===== src/rtl/timer_pkg.sv =====
// Shared definitions for the timer preset editor.
//   state_t        : editor FSM states (IDLE, EDIT, LOAD)
//   DIG_*          : cursor index of each editable preset digit
//   DIGIT_MAX      : per-digit maximum value, nibble i = max of digit i
//   NIB_W/PRESET_W : BCD nibble width and full preset width
//   digit_max()    : DIGIT_MAX lookup by cursor index
package timer_pkg;

  typedef enum logic [1:0] {
    ST_IDLE = 2'd0,
    ST_EDIT = 2'd1,
    ST_LOAD = 2'd2
  } state_t;

  localparam int NIB_W       = 4;
  localparam int PRESET_W    = 36;
  localparam int MS_W        = 12;
  localparam int EDIT_DIGITS = 6;

  localparam logic [2:0] DIG_S1   = 3'd0;
  localparam logic [2:0] DIG_S2   = 3'd1;
  localparam logic [2:0] DIG_M1   = 3'd2;
  localparam logic [2:0] DIG_M2   = 3'd3;
  localparam logic [2:0] DIG_H1   = 3'd4;
  localparam logic [2:0] DIG_H2   = 3'd5;
  localparam logic [2:0] DIG_LAST = DIG_H2;

  // h2 h1 m2 m1 s2 s1
  localparam logic [EDIT_DIGITS*NIB_W-1:0] DIGIT_MAX = {4'd9, 4'd9, 4'd5, 4'd9, 4'd5, 4'd9};

  function automatic logic [NIB_W-1:0] digit_max(input logic [2:0] idx);
    case (idx)
      DIG_S1:  return DIGIT_MAX[3:0];
      DIG_S2:  return DIGIT_MAX[7:4];
      DIG_M1:  return DIGIT_MAX[11:8];
      DIG_M2:  return DIGIT_MAX[15:12];
      DIG_H1:  return DIGIT_MAX[19:16];
      DIG_H2:  return DIGIT_MAX[23:20];
      default: return 4'd9;
    endcase
  endfunction

endpackage


===== src/rtl/bcd_digit_step.sv =====
// Combinational single-digit BCD increment/decrement with wrap.
//   digit   : current nibble value
//   max_val : largest legal value of this digit (5 or 9)
//   inc     : +1, max_val wraps to 0
//   dec     : -1, 0 wraps to max_val (inc wins if both set)
//   result  : stepped value, or digit unchanged when neither is set
module bcd_digit_step
  import timer_pkg::*;
(
  input  logic [NIB_W-1:0] digit,
  input  logic [NIB_W-1:0] max_val,
  input  logic             inc,
  input  logic             dec,
  output logic [NIB_W-1:0] result
);

  always_comb begin
    result = digit;
    if (inc) begin
      result = (digit >= max_val) ? '0 : digit + 4'd1;
    end else if (dec) begin
      result = (digit == '0) ? max_val : digit - 4'd1;
    end
  end

endmodule


===== src/rtl/timer_preset_editor.sv =====
// Button-driven editor for a 36-bit BCD countdown preset.
//   clk_i, resetn      : clock, asynchronous active-low reset
//   btn_c_i            : enter edit / commit (load)
//   btn_u_i, btn_d_i   : step the selected digit up / down
//   btn_l_i, btn_r_i   : move cursor to more / less significant digit
//   run_i              : downstream timer running; aborts and blocks editing
//   preset_o           : BCD preset h2 h1 m2 m1 s2 s1 plus three zero ms digits
//   load_o             : one-cycle strobe while in LOAD
//   edit_o             : high in EDIT
//   cursor_o           : selected digit index, 0 = s1 .. 5 = h2
//   blink_o            : display enable for the selected digit
module timer_preset_editor
  import timer_pkg::*;
#(
  parameter int CLK_HZ   = 100_000_000,
  parameter int BLINK_HZ = 2
) (
  input  logic                clk_i,
  input  logic                resetn,
  input  logic                btn_c_i,
  input  logic                btn_u_i,
  input  logic                btn_d_i,
  input  logic                btn_l_i,
  input  logic                btn_r_i,
  input  logic                run_i,
  output logic [PRESET_W-1:0] preset_o,
  output logic                load_o,
  output logic                edit_o,
  output logic [2:0]          cursor_o,
  output logic                blink_o
);

  localparam int BLINK_PERIOD = CLK_HZ / (2 * BLINK_HZ);
  localparam int CNT_W        = (BLINK_PERIOD > 1) ? $clog2(BLINK_PERIOD) : 1;
  localparam logic [CNT_W-1:0] BLINK_LAST = CNT_W'(BLINK_PERIOD - 1);

  state_t                        state, state_next;
  logic [2:0]                    cursor;
  logic [EDIT_DIGITS*NIB_W-1:0]  digits;
  logic [CNT_W-1:0]              blink_cnt;
  logic                          blink;

  logic                          act_enter, act_u, act_d, act_l, act_r;
  logic [NIB_W-1:0]              sel_digit, step_digit;

  // Next state plus a one-hot action decode; the if/else chain is the
  // button priority, so lower-priority pulses in the same cycle vanish.
  always_comb begin
    state_next = state;
    act_enter  = 1'b0;
    act_u      = 1'b0;
    act_d      = 1'b0;
    act_l      = 1'b0;
    act_r      = 1'b0;
    case (state)
      ST_IDLE: begin
        if (btn_c_i && !run_i) begin
          state_next = ST_EDIT;
          act_enter  = 1'b1;
        end
      end
      ST_EDIT: begin
        if (run_i)        state_next = ST_IDLE;
        else if (btn_c_i) state_next = ST_LOAD;
        else if (btn_u_i) act_u = 1'b1;
        else if (btn_d_i) act_d = 1'b1;
        else if (btn_l_i) act_l = 1'b1;
        else if (btn_r_i) act_r = 1'b1;
      end
      ST_LOAD: state_next = ST_IDLE;
      default: state_next = ST_IDLE;
    endcase
  end

  always_ff @(posedge clk_i or negedge resetn) begin
    if (!resetn) state <= ST_IDLE;
    else         state <= state_next;
  end

  always_comb begin
    sel_digit = '0;
    for (int i = 0; i < EDIT_DIGITS; i++) begin
      if (cursor == 3'(i)) sel_digit = digits[i*NIB_W +: NIB_W];
    end
  end

  bcd_digit_step u_step (
    .digit   (sel_digit),
    .max_val (digit_max(cursor)),
    .inc     (act_u),
    .dec     (act_d),
    .result  (step_digit)
  );

  always_ff @(posedge clk_i or negedge resetn) begin
    if (!resetn) begin
      digits <= '0;
    end else begin
      for (int i = 0; i < EDIT_DIGITS; i++) begin
        if ((act_u || act_d) && cursor == 3'(i)) digits[i*NIB_W +: NIB_W] <= step_digit;
      end
    end
  end

  always_ff @(posedge clk_i or negedge resetn) begin
    if (!resetn) begin
      cursor <= DIG_S1;
    end else if (act_enter) begin
      cursor <= DIG_S1;
    end else if (act_l) begin
      cursor <= (cursor == DIG_LAST) ? DIG_S1 : cursor + 3'd1;
    end else if (act_r) begin
      cursor <= (cursor == DIG_S1) ? DIG_LAST : cursor - 3'd1;
    end
  end

  // Blink divider: parked at 0 with the digit visible whenever we are not
  // (staying) in EDIT; any edit action restarts the phase so the digit is
  // shown immediately after it changes.
  always_ff @(posedge clk_i or negedge resetn) begin
    if (!resetn) begin
      blink_cnt <= '0;
      blink     <= 1'b1;
    end else if (state_next != ST_EDIT || act_enter) begin
      blink_cnt <= '0;
      blink     <= 1'b1;
    end else if (act_u || act_d || act_l || act_r) begin
      blink_cnt <= '0;
      blink     <= 1'b1;
    end else if (blink_cnt == BLINK_LAST) begin
      blink_cnt <= '0;
      blink     <= ~blink;
    end else begin
      blink_cnt <= blink_cnt + 1'b1;
    end
  end

  // load_o/edit_o decode the state directly so an asynchronous reset
  // during LOAD drops the strobe at once.
  assign load_o   = (state == ST_LOAD);
  assign edit_o   = (state == ST_EDIT);
  assign cursor_o = cursor;
  assign blink_o  = blink;
  assign preset_o = {digits, {MS_W{1'b0}}};

endmodule


===== config.mk =====
export PLATFORM = sky130hd
export DESIGN_NAME = timer_preset_editor
export DESIGN_NICKNAME = d
export VERILOG_FILES = /design/src/rtl/timer_pkg.sv /design/src/rtl/bcd_digit_step.sv /design/src/rtl/timer_preset_editor.sv
export SDC_FILE = /design/constraint.sdc
export NUM_CORES = 1
export LEC_CHECK = 0
export CORE_UTILIZATION = 51
export CTS_BUF_LIST = sky130_fd_sc_hd__clkbuf_8
export DETAILED_ROUTE_END_ITERATION = 12
export PLACE_DENSITY = 0.79
export SLEW_MARGIN = 40
export SYNTH_ARGS = -nofsm -noshare
export SYNTH_HDL_FRONTEND = slang
export SYNTH_HIERARCHICAL = 1
export SYNTH_SLANG_ARGS = --single-unit

===== constraint.sdc =====
create_clock -name clk_i -period 3.3 [get_ports clk_i]
set_input_delay 0.825 -clock clk_i [delete_from_list [all_inputs] [get_ports clk_i]]
set_output_delay 0.825 -clock clk_i [all_outputs]
set_load 0.02 [all_outputs]

==> results of run 1 <==
cells by family after synthesis:
logic type / share of synthesized area
other: 0.00232
AND/OR/NAND/NOR: 0.207
XOR/XNOR: 0.0433
adder cells (fa/ha/maj): 0.0310
flip-flops: 0.426
buffers and inverters: 0.0584
multiplexers: 0.118
AO/OA/AOI/OAI: 0.115
per-stage QoR:
stage | util | instance area (um^2) | total power [mW] | instances
floorplan | - | 3280 | 0.904 | 333
global placement | 0.624 | 3760 | 0.998 | 444
detailed placement | 0.624 | 3760 | 1.01 | 444
CTS | 0.638 | 3840 | 1.36 | 452
global route | 0.639 | 3850 | 1.42 | 452
finish | 0.639 | 3850 | 1.34 | 452
sequential cells by signal, indices dropped and copies added (netlist names):
signal and flops:
cursor_o 3, blink_cnt 25, blink_o 1, digits 24
state 2
repair_timing:
item | CTS | global route
endpoints found under the setup margin | 0 | 15
gates resized for setup | 0 | 2
hold buffers | 0 | 0
power breakdown:
group          total, mW  internal (mW)  switching, mW
Sequential         0.702          0.687         0.0151
Clock              0.344          0.143          0.201
Combinational      0.295          0.129          0.166
Total               1.34          0.959          0.382
synthesized netlist by cell type (2+ instances only):
cell,count,area (um^2)
nand3_1,13,65.1
nor2_1,25,93.8
ha_1,8,100
a211oi_1,2,15.0
or2_2,3,18.8
mux2i_1,11,110
or4_1,7,52.6
mux2_2,24,270
buf_4,12,90.1
nor4b_1,3,26.3
buf_2,4,20.0
nand2_1,14,52.6
nor2b_1,3,18.8
clkbuf_1,5,18.8
and2_1,2,12.5
o22ai_1,2,12.5
o21ai_0,12,60.1
o2bb2ai_1,4,35.0
dfrtp_1,54,1350
xnor2_1,9,78.8
a32oi_1,3,26.3
or3_1,7,43.8
nor3_1,9,45.0
nand2b_1,3,18.8
conb_1,2,7.51
inv_1,12,45.0
and3_1,4,25.0
nand4_1,7,43.8
a21oi_1,17,85.1
xor2_1,7,61.3
nor3b_1,2,15.0
nor4_1,3,18.8
o31ai_1,5,37.5
per-layer routing:
layer | routed length [um] | up-vias
met2 | 3550 | 68
met1 | 3060 | 1265
met3 | 282 | 8
met4 | 69 | 0
li1 | - | 1257
met5 | 0 | -
final cells by class:
cell class | count | area (um^2) | share of cell area
tap | 75 | 93.8 | 0.0244
clock inverter | 3 | 12.5 | 0.00325
timing repair buffer | 59 | 531 | 0.138
sequential | 55 | 1380 | 0.358
multi-input combinational | 243 | 1720 | 0.447
inverter | 12 | 45.0 | 0.0117
clock buffer | 5 | 68.8 | 0.0179
path summary, 6_finish.rpt:
| path | start | endpoint | cells after the start |
|---|---|---|---|
| setup / recovery | btn_c_i | digits[11]$_DFFE_PN0P_ | 8 |
| hold / removal | resetn | state[1]$_DFF_PN0_ | 1 |
| max in group asynchronous | resetn | blink_o$_DFFE_PN1P_ | 2 |
| min in group clk_i | blink_cnt[0]$_DFF_PN0_ | blink_cnt[0]$_DFF_PN0_ | 1 |
| setup reg to reg | cursor_o[0]$_DFFE_PN0P_ | digits[0]$_DFFE_PN0P_ | 13 |
| hold reg to reg | blink_cnt[0]$_DFF_PN0_ | blink_cnt[0]$_DFF_PN0_ | 1 |
==> results.cfg, run 1 <==
[run_status]
status = complete, no violations

[die]
die_width_um = 81.6
die_area_um2 = 6660
rows = 28
start_util = 0.537
core-area_um2 = 6030
ios = 50
die_h_um = 81.6

[timing]
setup_violations = 0
fin_crit_sh = 0.932
rsz0062_at_grt = false
tightest_slew_ns = 0.635
setup_ws_ns = 0.223
slew_headroom = 0.577
fin_skew_ns = 0.00541
final_hold_viol_count = 0
holdWs_ns = 0.533
timing.setup.tns_ns = 0
layout_min_cycle_time_ns = 3.08
finalMaxSlewViolations = 0
max_freq_mhz = 325

[logic_synthesis]
ys.flop_type = dfrtp_1
synth_edf_count = 0
syn_area_per_cell_um2 = 10.1
ys_seq_area_frac = 0.426
async_flop_share = 1.00
ys_warn_count = 6
synthCells = 320
synth_area_um2 = 3230
synth_seq_cells = 55
synth_cell_type_count = 55

[finish]
fin_nets = 392
layout_common_cells = dfrtp_1 (53), clkdlybuf4s50_1 (36), nor2_1 (25), mux2_2 (24), buf_4 (22)
area_delta_synth_final_pct = 19.1
layout-drive-gt1-share = 0.183
nFillCells = 505
num_antenna_cells = 0
final_common_cell = dfrtp_1

[place]
place_hpwl_mm = 5.25
gp_routability_congestion = 0.824
post-place-ws_ns = -0.0217
port_buffers = 37

[setup_path]
max_stage_delay_ns = 0.57
crit_family = simple AND/OR/NAND/NOR gates
crit_path_end_kind = register
reg2reg_slack_ns = 0.30
cp.arrival_ns = 3.27
path_buf_inv = 2
worstSetupStartpointType = input port
cp_cell_sequence = clkdlybuf4s50_1 -> or4b_1 -> nor3b_1 -> inv_1 -> o41ai_1 -> o41a_1 -> o22ai_2 -> mux2_2
crit_type = input port to register
path_max_fanout = 6
cp_slowest_cell = or4b_1
required_ns = 3.49

[run]
cap_violations = 0

[cts]
path_clk_slew_ns = 0.09
cts_root_buf = clkbuf_8
cts_tree = yes
numCtsBuffers = 5
cts_htree_levels = 2
insertion_delay_ns = 0.30
cts_max_path_buffers = 2
post_cts_buffers = 0
clock_sinks = 55

[drt]
initialDrtViolationCount = 118
vias = 2598
wirelength_mm = 6.97
drt-pass1-iter-count = 4
viasPerCell = 5.75
ant_nets = 0
drt_drc_violations_left = 0
wl_per_cell_um = 15.4

[global_routing]
met3_usage = 0.0411
busiest_layer = met2
grtUsageTotal = 0.229
grt_first_pass_wirelength_mm = 11.6
use_met1 = 0.286
grt_max_degree = 31
grt_use_met2 = 0.403
first_global_vias = 2466
grt_antenna_before_repair = 0
grt.overflow.total = 0

[power]
p_leak_nw = 1.58
power_density_nw_per_um2 = 348
irDropWorstVdd_mv = 0.224

[worst_hold_path]
min_path_type = input port to asynchronous set/reset pin
Power figures use the tool's default switching activity.
==> run 2: changes to the inputs <==
CORE_UTILIZATION = 56   (was 51)
PLACE_DENSITY = 0.83   (was 0.79)
clock period = 2.9 ns   (was 3.3 ns; I/O delays follow)
==> results.cfg, run 2 (same netlist as run 1, synthesis figures left out) <==
[drt]
ant_nets = 0
wirelength_mm = 7.17
vias = 2686
drt_drc_violations_left = 0
initialDrtViolationCount = 126
viasPerCell = 5.88
wl_per_cell_um = 15.7
drt-pass1-iter-count = 4

[place]
port_buffers = 37
place_hpwl_mm = 5.36
gp_routability_congestion = 0.835
placed_area_um2 = 3850

[power]
swShare = 0.295
p_leak_nw = 1.64
p_clk_frac = 0.255
irDropWorstVdd_mv = 0.251
power_density_nw_per_um2 = 396
pwr-share-comb = 0.242
intPower_mw = 1.12
switching_power_mw = 0.466
p_seq_frac = 0.503

[cts]
cts_htree_levels = 2
clock_sinks = 55
cts_max_path_buffers = 2
cts_root_buf = clkbuf_8
numCtsBuffers = 5
insertion_delay_ns = 0.31
path_clk_slew_ns = 0.10
ctsHoldBuffers = 0
cts_tree = yes

[die]
die_width_um = 78.0
rows = 27
die_h_um = 78.0
core-area_um2 = 5540
ios = 50
start_util = 0.584
die_area_um2 = 6080

[setup_path]
cp.arrival_ns = 3.00
crit_path_end_kind = register
reg2reg_depth = 12
worstSetupStartpointType = input port
rr_endpoint = digits[8]$_DFFE_PN0P_
reg2reg_slack_ns = 0.13
crit_type = input port to register
required_ns = 3.09
path_max_fanout = 6
r2r-start = cursor_o[1]$_DFFE_PN0P_

[timing]
timing.setup.tns_ns = 0
finalMaxSlewViolations = 0
setup_violations = 0
slew_headroom = 0.655
fin_crit_sh = 0.970
fin_skew_ns = 0.00749
tightest_slew_ns = 0.511
max_freq_mhz = 356
final_hold_viol_count = 0
layout_min_cycle_time_ns = 2.81

[finish]
top_register = blink_cnt
nFillCells = 410
fin_nets = 400
fin_area_um2 = 4000
num_antenna_cells = 0
area_delta_synth_final_pct = 23.6
largest_reg_flops = 25
layout_common_cells = dfrtp_1 (53), clkdlybuf4s50_1 (36), buf_4 (29), nor2_1 (24), mux2_2 (24)
final_common_cell = dfrtp_1
layout-drive-gt1-share = 0.229

[run]
cap_violations = 0

[global_routing]
grt_max_degree = 26
grt_first_pass_wirelength_mm = 11.8
grt.overflow.total = 0
grtUsageTotal = 0.249
first_global_vias = 2586
grt_antenna_before_repair = 0

[run_status]
status = complete, no violations

[worst_hold_path]
min_path_type = input port to asynchronous set/reset pin
[run 2: how the worst max path moves through the flow]
| stage | start | end | slack (ns) |
|---|---|---|---|
| finish | btn_c_i | digits[19]$_DFFE_PN0P_ | 0.09 |
| CTS | cursor_o[1]$_DFFE_PN0P_ | digits[8]$_DFFE_PN0P_ | 0.06 |
| global route | cursor_o[1]$_DFFE_PN0P_ | digits[8]$_DFFE_PN0P_ | -0.006 |
| global placement | btn_c_i | digits[19]$_DFFE_PN0P_ | -0.25 |
| floorplan | cursor_o[0]$_DFFE_PN0P_ | digits[8]$_DFFE_PN0P_ | 0.03 |
| detailed placement | btn_c_i | digits[19]$_DFFE_PN0P_ | -0.32 |
[run 2: area by class of cell]
type,instances,area [um^2],area share
clock buffer,5,68.8,0.0172
clock inverter,3,12.5,0.00313
inverter,12,45.0,0.0113
multi-input combinational,243,1800,0.450
sequential,55,1380,0.345
tap,72,90.1,0.0225
timing repair buffer,67,603,0.151
[run 2: layer usage]
metal / vias to the layer above / share of wire / track usage
met4: 0 / 0.020 / 0.0944
li1: 1276 / - / -
met3: 16 / 0.043 / 0.0412
met1: 1313 / 0.41 / 0.295
met5: - / 0 / 0
met2: 81 / 0.53 / 0.450
[run 2: power by group through the flow]
stage	Sequential, mW	Clock [mW]	Combinational [mW]
floorplan	0.824	0	0.218
global placement	0.810	0	0.333
finish	0.796	0.403	0.384
global route	0.798	0.439	0.417
detailed placement	0.811	0	0.341
CTS	0.796	0.410	0.344
[run 2: worst max-delay path, cell delays in order]
cell,delay [ns]
clkdlybuf4s50_1,0.42
or4b_1,0.58
nor3b_2,0.23
inv_1,0.08
o41ai_1,0.31
o41a_1,0.25
o22ai_4,0.11
mux2_2,0.29
[run 2: through the flow]
stage	setup WS, ns	utilization	hold slack (ns)	power [mW]	cells
2_1_floorplan	0.0349	-	0.429	1.04	333
3_3_place_gp	-0.247	0.695	0.501	1.14	448
3_5_place_dp	-0.324	0.695	0.509	1.15	448
4_1_cts	0.0563	0.711	0.368	1.55	456
5_1_grt	-0.00558	0.722	0.389	1.65	457
6_report	0.0874	0.722	0.356	1.58	457
[run 2: timing repair]
action,CTS,global route
resized for setup,1,9
cloned,0,0
pin swaps,0,1
setup endpoints to repair,1,24
setup buffers,0,1
==> run 3: changes to the inputs <==
SLEW_MARGIN = 0   (was 40)
==> results of run 3 <==
Same layout as run 2: the final DEF is identical, and so are final timing and power.
